### src/rtl/instr_cycle_sequencer_if.sv
// Decoder-side handshake bundle for instr_cycle_sequencer.
// The stall_i wire exists only when SEQ_STALL_EN is defined.
interface instr_cycle_sequencer_if #(
    parameter int CNT_W = 4
);
    logic             clk_en_i;
    logic             start_i;
    logic [1:0]       len_sel_i;
    logic             halt_req_i;
    logic             wake_i;
`ifdef SEQ_STALL_EN
    logic             stall_i;
`endif
    logic             busy_o;
    logic             halted_o;
    logic [CNT_W-1:0] cycle_cnt_o;
    logic             reg_fetch_o;
    logic             reg_write_o;
    logic             instr_done_o;
    logic             issue_err_o;

    modport master (
`ifdef SEQ_STALL_EN
        output stall_i,
`endif
        output clk_en_i, start_i, len_sel_i, halt_req_i, wake_i,
        input  busy_o, halted_o, cycle_cnt_o, reg_fetch_o, reg_write_o,
        input  instr_done_o, issue_err_o
    );

    modport slave (
`ifdef SEQ_STALL_EN
        input  stall_i,
`endif
        input  clk_en_i, start_i, len_sel_i, halt_req_i, wake_i,
        output busy_o, halted_o, cycle_cnt_o, reg_fetch_o, reg_write_o,
        output instr_done_o, issue_err_o
    );
endinterface

### src/rtl/instr_cycle_sequencer.sv
// Per-instruction cycle sequencer: counts clock-enabled cycles and emits fetch/write/done strobes.
// Optional feature macro: SEQ_STALL_EN (adds a stall input that freezes the sequencer).
module instr_cycle_sequencer #(
    parameter int CNT_W     = 4,
    parameter int LEN_A     = 5,
    parameter int LEN_B     = 7,
    parameter int LEN_C     = 12,
    parameter int FETCH_IDX = 1
) (
    input  logic                     clk,
    input  logic                     reset_n,
    instr_cycle_sequencer_if.slave   seq
);

    typedef enum logic [1:0] {
        ST_IDLE = 2'd0,
        ST_RUN  = 2'd1,
        ST_HALT = 2'd2
    } state_e;

    // Lengths are held as last-cycle indices so the done compare needs no subtract.
    localparam logic [CNT_W-1:0] LAST_A  = CNT_W'(LEN_A - 1);
    localparam logic [CNT_W-1:0] LAST_B  = CNT_W'(LEN_B - 1);
    localparam logic [CNT_W-1:0] LAST_C  = CNT_W'(LEN_C - 1);
    localparam logic [CNT_W-1:0] FETCH_C = CNT_W'(FETCH_IDX);

    function automatic logic [CNT_W-1:0] last_idx(input logic [1:0] sel);
        logic [CNT_W-1:0] r;
        case (sel)
            2'd0:    r = LAST_A;
            2'd1:    r = LAST_B;
            2'd2:    r = LAST_C;
            default: r = LAST_C;
        endcase
        return r;
    endfunction

    state_e           state_q;
    logic [CNT_W-1:0] cnt_q;
    logic [CNT_W-1:0] last_q;
    logic             busy_q;
    logic             halted_q;
    logic             err_q;

    logic             stall_s;
    logic             adv_s;
    logic             run_s;
    logic             at_last_s;
    logic             at_write_s;
    logic             at_fetch_s;

`ifdef SEQ_STALL_EN
    assign stall_s = seq.stall_i;
`else
    assign stall_s = 1'b0;
`endif

    // Decode of the registered state against the enable qualifier.
    always_comb begin
        adv_s      = seq.clk_en_i & ~stall_s;
        run_s      = (state_q == ST_RUN);
        at_last_s  = (cnt_q == last_q);
        at_write_s = (cnt_q == (last_q - CNT_W'(1)));
        at_fetch_s = (cnt_q == FETCH_C);
    end

    // Sequencer FSM, counter, latched length and sticky issue error.
    always_ff @(posedge clk or negedge reset_n) begin
        if (!reset_n) begin
            state_q  <= ST_IDLE;
            cnt_q    <= {CNT_W{1'b0}};
            last_q   <= LAST_A;
            busy_q   <= 1'b0;
            halted_q <= 1'b0;
            err_q    <= 1'b0;
        end else if (adv_s) begin
            case (state_q)
                ST_IDLE: begin
                    cnt_q <= {CNT_W{1'b0}};
                    if (seq.start_i) begin
                        state_q <= ST_RUN;
                        last_q  <= last_idx(seq.len_sel_i);
                        busy_q  <= 1'b1;
                    end else if (seq.halt_req_i) begin
                        state_q  <= ST_HALT;
                        halted_q <= 1'b1;
                    end
                end
                ST_RUN: begin
                    if (at_last_s) begin
                        // Start wins over halt so back-to-back issue has no bubble.
                        cnt_q <= {CNT_W{1'b0}};
                        if (seq.start_i) begin
                            last_q <= last_idx(seq.len_sel_i);
                        end else if (seq.halt_req_i) begin
                            state_q  <= ST_HALT;
                            busy_q   <= 1'b0;
                            halted_q <= 1'b1;
                        end else begin
                            state_q <= ST_IDLE;
                            busy_q  <= 1'b0;
                        end
                    end else begin
                        cnt_q <= cnt_q + CNT_W'(1);
                        if (seq.start_i) begin
                            err_q <= 1'b1;
                        end
                    end
                end
                ST_HALT: begin
                    cnt_q <= {CNT_W{1'b0}};
                    if (seq.wake_i) begin
                        state_q  <= ST_IDLE;
                        halted_q <= 1'b0;
                    end
                end
                default: begin
                    state_q  <= ST_IDLE;
                    cnt_q    <= {CNT_W{1'b0}};
                    busy_q   <= 1'b0;
                    halted_q <= 1'b0;
                end
            endcase
        end
    end

    assign seq.busy_o       = busy_q;
    assign seq.halted_o     = halted_q;
    assign seq.cycle_cnt_o  = cnt_q;
    assign seq.issue_err_o  = err_q;
    // Strobes are qualified by the live enable so each fires on exactly one clock.
    assign seq.reg_fetch_o  = run_s & adv_s & at_fetch_s;
    assign seq.reg_write_o  = run_s & adv_s & at_write_s;
    assign seq.instr_done_o = run_s & adv_s & at_last_s;

endmodule
### src/flat_wrapper.sv
// flat-port wrapper written by rule: the top's interface ports become plain ports
module instr_cycle_sequencer_flat 
#(
    parameter int CNT_W     = 4,
    parameter int LEN_A     = 5,
    parameter int LEN_B     = 7,
    parameter int LEN_C     = 12,
    parameter int FETCH_IDX = 1
)
  (clk, reset_n, seq_clk_en_i, seq_start_i, seq_len_sel_i, seq_halt_req_i, seq_wake_i, seq_busy_o, seq_halted_o, seq_cycle_cnt_o, seq_reg_fetch_o, seq_reg_write_o, seq_instr_done_o, seq_issue_err_o);
  instr_cycle_sequencer_if #(.CNT_W(CNT_W)) seq_i ();
  input  logic clk;
  input  logic reset_n;
  input wire logic [$bits(seq_i.clk_en_i)-1:0] seq_clk_en_i;
  input wire logic [$bits(seq_i.start_i)-1:0] seq_start_i;
  input wire logic [$bits(seq_i.len_sel_i)-1:0] seq_len_sel_i;
  input wire logic [$bits(seq_i.halt_req_i)-1:0] seq_halt_req_i;
  input wire logic [$bits(seq_i.wake_i)-1:0] seq_wake_i;
  output wire logic [$bits(seq_i.busy_o)-1:0] seq_busy_o;
  output wire logic [$bits(seq_i.halted_o)-1:0] seq_halted_o;
  output wire logic [$bits(seq_i.cycle_cnt_o)-1:0] seq_cycle_cnt_o;
  output wire logic [$bits(seq_i.reg_fetch_o)-1:0] seq_reg_fetch_o;
  output wire logic [$bits(seq_i.reg_write_o)-1:0] seq_reg_write_o;
  output wire logic [$bits(seq_i.instr_done_o)-1:0] seq_instr_done_o;
  output wire logic [$bits(seq_i.issue_err_o)-1:0] seq_issue_err_o;
  assign seq_i.clk_en_i = seq_clk_en_i;
  assign seq_i.start_i = seq_start_i;
  assign seq_i.len_sel_i = seq_len_sel_i;
  assign seq_i.halt_req_i = seq_halt_req_i;
  assign seq_i.wake_i = seq_wake_i;
  assign seq_busy_o = seq_i.busy_o;
  assign seq_halted_o = seq_i.halted_o;
  assign seq_cycle_cnt_o = seq_i.cycle_cnt_o;
  assign seq_reg_fetch_o = seq_i.reg_fetch_o;
  assign seq_reg_write_o = seq_i.reg_write_o;
  assign seq_instr_done_o = seq_i.instr_done_o;
  assign seq_issue_err_o = seq_i.issue_err_o;
  instr_cycle_sequencer #(.CNT_W(CNT_W), .LEN_A(LEN_A), .LEN_B(LEN_B), .LEN_C(LEN_C), .FETCH_IDX(FETCH_IDX)) u_core (.clk(clk), .reset_n(reset_n), .seq(seq_i));
endmodule
### config.mk
export PLATFORM = sky130hd
export DESIGN_NAME = instr_cycle_sequencer_flat
export DESIGN_NICKNAME = d
export VERILOG_FILES = /design/src/rtl/instr_cycle_sequencer_if.sv /design/src/rtl/instr_cycle_sequencer.sv /design/src/flat_wrapper.sv
export SDC_FILE = /design/constraint.sdc
export NUM_CORES = 1
export LEC_CHECK = 0
export BUFFER_PORTS_ARGS = -buffer_cell sky130_fd_sc_hd__buf_2
export CORE_UTILIZATION = 45
export DETAILED_ROUTE_END_ITERATION = 8
export HOLD_SLACK_MARGIN = 0.06
export PLACE_DENSITY = 0.71
export SLEW_MARGIN = 5
export SYNTH_ARGS = -nofsm -noshare
export SYNTH_HDL_FRONTEND = slang
export SYNTH_SLANG_ARGS = --single-unit
### constraint.sdc
create_clock -name clk -period 1.86 [get_ports clk]
set_input_delay 0.372 -clock clk [delete_from_list [all_inputs] [get_ports clk]]
set_output_delay 0.372 -clock clk [all_outputs]
set_load 0.1 [all_outputs]
# --- Yosys cells after proc, flatten, opt, wreduce, memory -nomap -nowiden ---
# Index checks and enable logic that the tools add are counted.
totals:
  register_bits: 13
  latchBits: 0
  ramBits: 0
  rom_bits: 0
  in_bits: 8
  out_inout_bits: 10
  elab_cells: 55
  mem_count: 0
classes:
  add_sub_neg: 2
  mul: 0
  div: 0
  magnitude_cmp: 0
  n_eq_ne: 11
  shift: 0
  mux: 22
  bitwise: 6
  reduce_logical: 8
ops:
  columns: ["op", "n"]
  rows:
  - ["4-bit 2-to-1 mux", 4]
  - ["4-bit one-hot mux with 2 select lines", 2]
  - ["2-bit 2-to-1 mux", 6]
  - ["5-bit AND reduction", 2]
  - ["4-bit == test", 2]
  - ["2-bit != test, second input constant", 4]
  - ["1-bit 2-to-1 mux", 7]
  - ["1-bit one-hot mux with 3 select lines", 2]
  - ["2-bit one-hot mux with 3 select lines", 1]
  - ["3-bit AND reduction", 2]
  - ["4-bit by 1-bit adder with 4-bit output, second input constant", 1]
  - ["1-bit AND", 4]
  - ["2-bit by 1-bit == test with 1-bit output, second input constant", 2]
  - ["4-bit by 1-bit == test with 1-bit output, second input constant", 1]
  - ["2-bit logical NOT", 2]
  - ["4-bit AND reduction", 1]
  - ["4-bit by 1-bit subtractor with 4-bit output, second input constant", 1]
  - ["3-bit != test, second input constant", 1]
  - ["2-bit == test, second input constant", 1]
  - ["1-bit NOT", 2]
  - ["2-bit nonzero test", 1]

# --- Longest topological paths before layout ---
depth:
  depth_word: 5
  ltp_mapped: 5
  ltp_nobuf: 5

# --- Worst setup path after synthesis ---
# Ideal clock, no wire load.
synth_timing:
  path_type: "register to output"
  from: "register u_core.cnt_q[0] (netlist: u_core.seq.cycle_cnt_o[0])"
  to: "output port seq_reg_fetch_o"
  t_arrival_ps: 4376
  required_ps: 1488
  path_slack_ps: -2888
  path_stages_with_launch: 3
  n_path_buf: 0
  path_cell_list: "dfrtp_1 ha_1 nor4b_1"
synth_via:
  elab_chain_cells: 2
synth_rtl:
  columns: ["element", "line_no", "source"]
  rows:
  - ["start, declared", "instr_cycle_sequencer.sv:39", "logic [CNT_W-1:0] cnt_q;"]
  - ["start signal, assigned", "instr_cycle_sequencer.sv:71", "cnt_q <= {CNT_W{1'b0}};"]
  - ["start signal, assigned", "instr_cycle_sequencer.sv:79", "cnt_q <= {CNT_W{1'b0}};"]
  - ["start signal, assigned", "instr_cycle_sequencer.sv:92", "cnt_q <= {CNT_W{1'b0}};"]
  - ["4-bit by 1-bit == test with 1-bit output", "instr_cycle_sequencer.sv:64", "at_fetch_s = (cnt_q == FETCH_C);"]
  - ["1-bit AND", "instr_cycle_sequencer.sv:132", "assign seq.reg_fetch_o = run_s & adv_s & at_fetch_s;"]
  - ["end, declared", "flat_wrapper.sv:22", "output wire logic [$bits(seq_i.reg_fetch_o)-1:0] seq_reg_fetch_o;"]
# Every way passes these cells.

# --- Final worst setup path ---
layout_timing:
  from: "register u_core.last_q[0]"
  to: "output port seq_instr_done_o"
layout_via:
  elab_chain_cells: 2
layout_rtl:
  columns: ["element", "line_no", "source"]
  rows:
  - ["start, declared", "instr_cycle_sequencer.sv:40", "logic [CNT_W-1:0] last_q;"]
  - ["start signal, assigned", "instr_cycle_sequencer.sv:82", "last_q <= last_idx(seq.len_sel_i);"]
  - ["start signal, assigned", "instr_cycle_sequencer.sv:94", "last_q <= last_idx(seq.len_sel_i);"]
  - ["4-bit == test", "instr_cycle_sequencer.sv:62", "at_last_s = (cnt_q == last_q);"]
  - ["1-bit AND", "instr_cycle_sequencer.sv:134", "assign seq.instr_done_o = run_s & adv_s & at_last_s;"]
  - ["end, declared", "flat_wrapper.sv:24", "output wire logic [$bits(seq_i.instr_done_o)-1:0] seq_instr_done_o;"]
# Every way passes these cells.

==> results.sh <==
export IMPL_die_area_um2=1790
export IMPL_r2r_end="u_core.seq.cycle_cnt_o[1]$_DFFE_PN0P_"
export IMPL_grt_pass1_vias=631
export IMPL_track_usage_pct=22.2
export IMPL_synth_fp_nets=83
export IMPL_diodes=0
export IMPL_yosysSeqAreaShare_pct=41.2
export IMPL_crit_required_ns=1.49
export IMPL_mostFrequentLayoutCells="14 x buf_2, 13 x buf_4, 7 x dfrtp_1"
export IMPL_antenna_found_initial=0
export IMPL_synth_area_per_cell_um2=10.2
export IMPL_setup_violations_final=8
export IMPL_clk_pin_slew_ns=0.07
export IMPL_cap_violations=0
export IMPL_whs_path_depth=2
export IMPL_finalHoldViolations=0
export IMPL_setup_slack_ns=-0.230
export IMPL_worst_pin_slew_ns=0.489
export IMPL_row_count=14
export IMPL_fin_skew_ns=0.00305
export IMPL_multiInputGateArea_um2=489
export IMPL_rsz0062_at_grt="yes"
export IMPL_grt_max_degree=13
export IMPL_yosys_top_cells_area="dfrtp_1 38%, ha_1 5.1%, xnor2_1 4.8%"
export IMPL_critPathMaxFanout=4
export IMPL_max_slew_margin_pct=67.6
export IMPL_finalCritPeriodShare_pct=112
export IMPL_synth_top_area_share_pct=37.6
export IMPL_drv_slew=0
export IMPL_die_w_um=42.3
export IMPL_violations="setup timing"
export IMPL_synthesis_area_um2=732
export IMPL_fillCellCount=116
export IMPL_hold_end="u_core.last_q[2]$_DFFE_PN1P_"
export IMPL_utilization_pct=74.7
export IMPL_r2r_start="u_core.last_q[0]$_DFFE_PN0P_"
export IMPL_postSynthCellCount=72
export IMPL_timing_hold_ws_ns=0.262
export IMPL_place_congestion=0.729
export IMPL_tritoncts="yes"
export IMPL_drtIter0Drc=10
export IMPL_final_common_cell="buf_2"
export IMPL_r2r_slack_ns=-0.07
export IMPL_hold_path_class="in -> reg"
export IMPL_final_nets=118
export IMPL_min_period_ns=2.09
export IMPL_register_area_um2=312
export IMPL_numPortBuffers=17
export IMPL_cts_sinks=12
export IMPL_synth_seq_cells=12
export IMPL_drive_above_1_share_pct=51.9
export IMPL_vias_per_cell=5.43
export IMPL_clock_tree_buffer_depth=2
export IMPL_die_y_um=42.3
export IMPL_critical_path_cell_chain="or3_4, a211o_4, nor2_4, buf_12"
export IMPL_initial_utilization_pct=48.6
export IMPL_end_kind="output port"
export IMPL_crit_slowest_cell="dfrtp_1"
export IMPL_hpwlAfterDp_um=1190
export IMPL_max_freq_ghz=0.478
export IMPL_critPathMaxStageDelay_ns=0.42
export IMPL_grt_pass1_wl_um=2850
export IMPL_yosys_area_top_type="dfrtp_1"
export IMPL_synthToLayoutAreaGrowth_pct=53.7
export IMPL_worstSetupStartpointType="register"
export IMPL_io_pins=18
export IMPL_worstPathArrival_ns=1.72
export IMPL_outcome="finished with violations"
export IMPL_criticalPathCategory="reg -> out"
export IMPL_yosysUniqueCellTypes=30
export IMPL_vias=662
export IMPL_synth_warnings=0
export IMPL_grt_overflow=0
export IMPL_layoutNonFillerInstCount=122
export IMPL_drc=0
export IMPL_worstRegToRegCells=6
export IMPL_wire_per_inst_um=13.6
export IMPL_drt_wl_total_um=1660
export IMPL_cts_root_buf="clkbuf_4"
export IMPL_firstDrtPassIters=3
export IMPL_drtAntennaViolNets=0
export IMPL_cts_buffers=3
export IMPL_min_from="seq_len_sel_i[1]"
export IMPL_htreeDepth=1
export IMPL_dpl_cell_count=115
export IMPL_core_area_um2=1510
export IMPL_clk_latency_ns=0.28
[synthesized netlist by cell type, drive strengths merged]
cell     count
nor4         1
a21oi        2
mux2i        3
xor2         2
ha           3
clkbuf       1
nand2        6
nand2b       5
o21bai       2
o22ai        1
dfrtp       11
mux2         1
a32o         2
nor4b        1
o311ai       1
nand3        4
nor2b        3
o211ai       2
a211o        1
nand4bb      1
nand3b       1
or3          1
dfstp        1
o31a         1
inv          5
nor2         2
o21ai        3
buf          1
xnor2        4
[how the worst max path moves through the flow]
stage / startpoint / to / slack, ns / cells after the start
floorplan: u_core.seq.cycle_cnt_o[2]$_DFFE_PN0P_ / seq_reg_write_o / -0.70 / 4
detailed placement: u_core.seq.cycle_cnt_o[0]$_DFFE_PN0P_ / seq_instr_done_o / -0.02 / 4
CTS: u_core.last_q[0]$_DFFE_PN0P_ / seq_instr_done_o / -0.24 / 4
finish: u_core.last_q[0]$_DFFE_PN0P_ / seq_instr_done_o / -0.23 / 4
global placement: u_core.seq.cycle_cnt_o[0]$_DFFE_PN0P_ / seq_instr_done_o / -0.002 / 4
global route: u_core.last_q[0]$_DFFE_PN0P_ / seq_instr_done_o / -0.29 / 4
[area by class of cell]
class	instances	area share [%]
multi-input combinational	53	43.5
inverter	5	1.67
sequential	12	27.7
timing repair buffer	32	22.1
tap	16	1.78
clock buffer	4	3.23
[registers in the layout, indices dropped and copies added, names as in the netlist]
signal                  flops
u_core.seq.halted_o         1
u_core.last_q               3
u_core.seq.busy_o           1
u_core.seq.cycle_cnt_o      4
u_core.seq.issue_err_o      1
u_core.state_q              2
[cell families (layout without fill, tap and decap cells)]
logic type / Yosys count / count (layout) / share of synthesized area, %
flops: 12 / 12 / 41.2
simple gates: 25 / 25 / 19.1
compound gates: 15 / 15 / 17.4
fa+ha+maj: 3 / 3 / 5.13
xor+xnor: 6 / 6 / 7.18
mux: 4 / 4 / 6.15
buf+inv: 7 / 41 / 3.76
[what timing repair did]
| action | CTS | global route |
|---|---|---|
| resized for setup | 7 | 5 |
| endpoints found under the setup margin | 3 | 12 |
| hold endpoints to repair | 11 | 0 |
| buffers inserted | 2 | 0 |
| pin swaps | 6 | 1 |
| hold buffers | 1 | 0 |
[worst max-delay path: cells and delay by family (launching register included)]
family	cells	cell delay [ns]
AND/OR/NAND/NOR	2	0.50
flip-flops	1	0.42
AO/OA/AOI/OAI	1	0.34
buffers and inverters	1	0.18
[per-stage QoR]
step                instance area [um2]  setup WS, ns  setup TNS, ns
CTS                                1100        -0.239         -0.510
finish                             1120        -0.230         -0.725
detailed placement                 1020       -0.0176        -0.0196
global placement                   1020      -0.00167       -0.00167
floorplan                           787        -0.704          -1.81
global route                       1120        -0.287          -1.41
[layer usage]
| metal | wire length, um | vias to the layer above | track usage (%) |
|---|---|---|---|
| met5 | 0 | - | 0 |
| met1 | 724 | 315 | 27.6 |
| met3 | 45 | 7 | 2.59 |
| met4 | 62 | 0 | 15.0 |
| met2 | 824 | 18 | 36.0 |
| li1 | - | 322 | - |
Power is not shown: default switching activity piles up to over one toggle a cycle in this logic, so the estimate is an artifact.
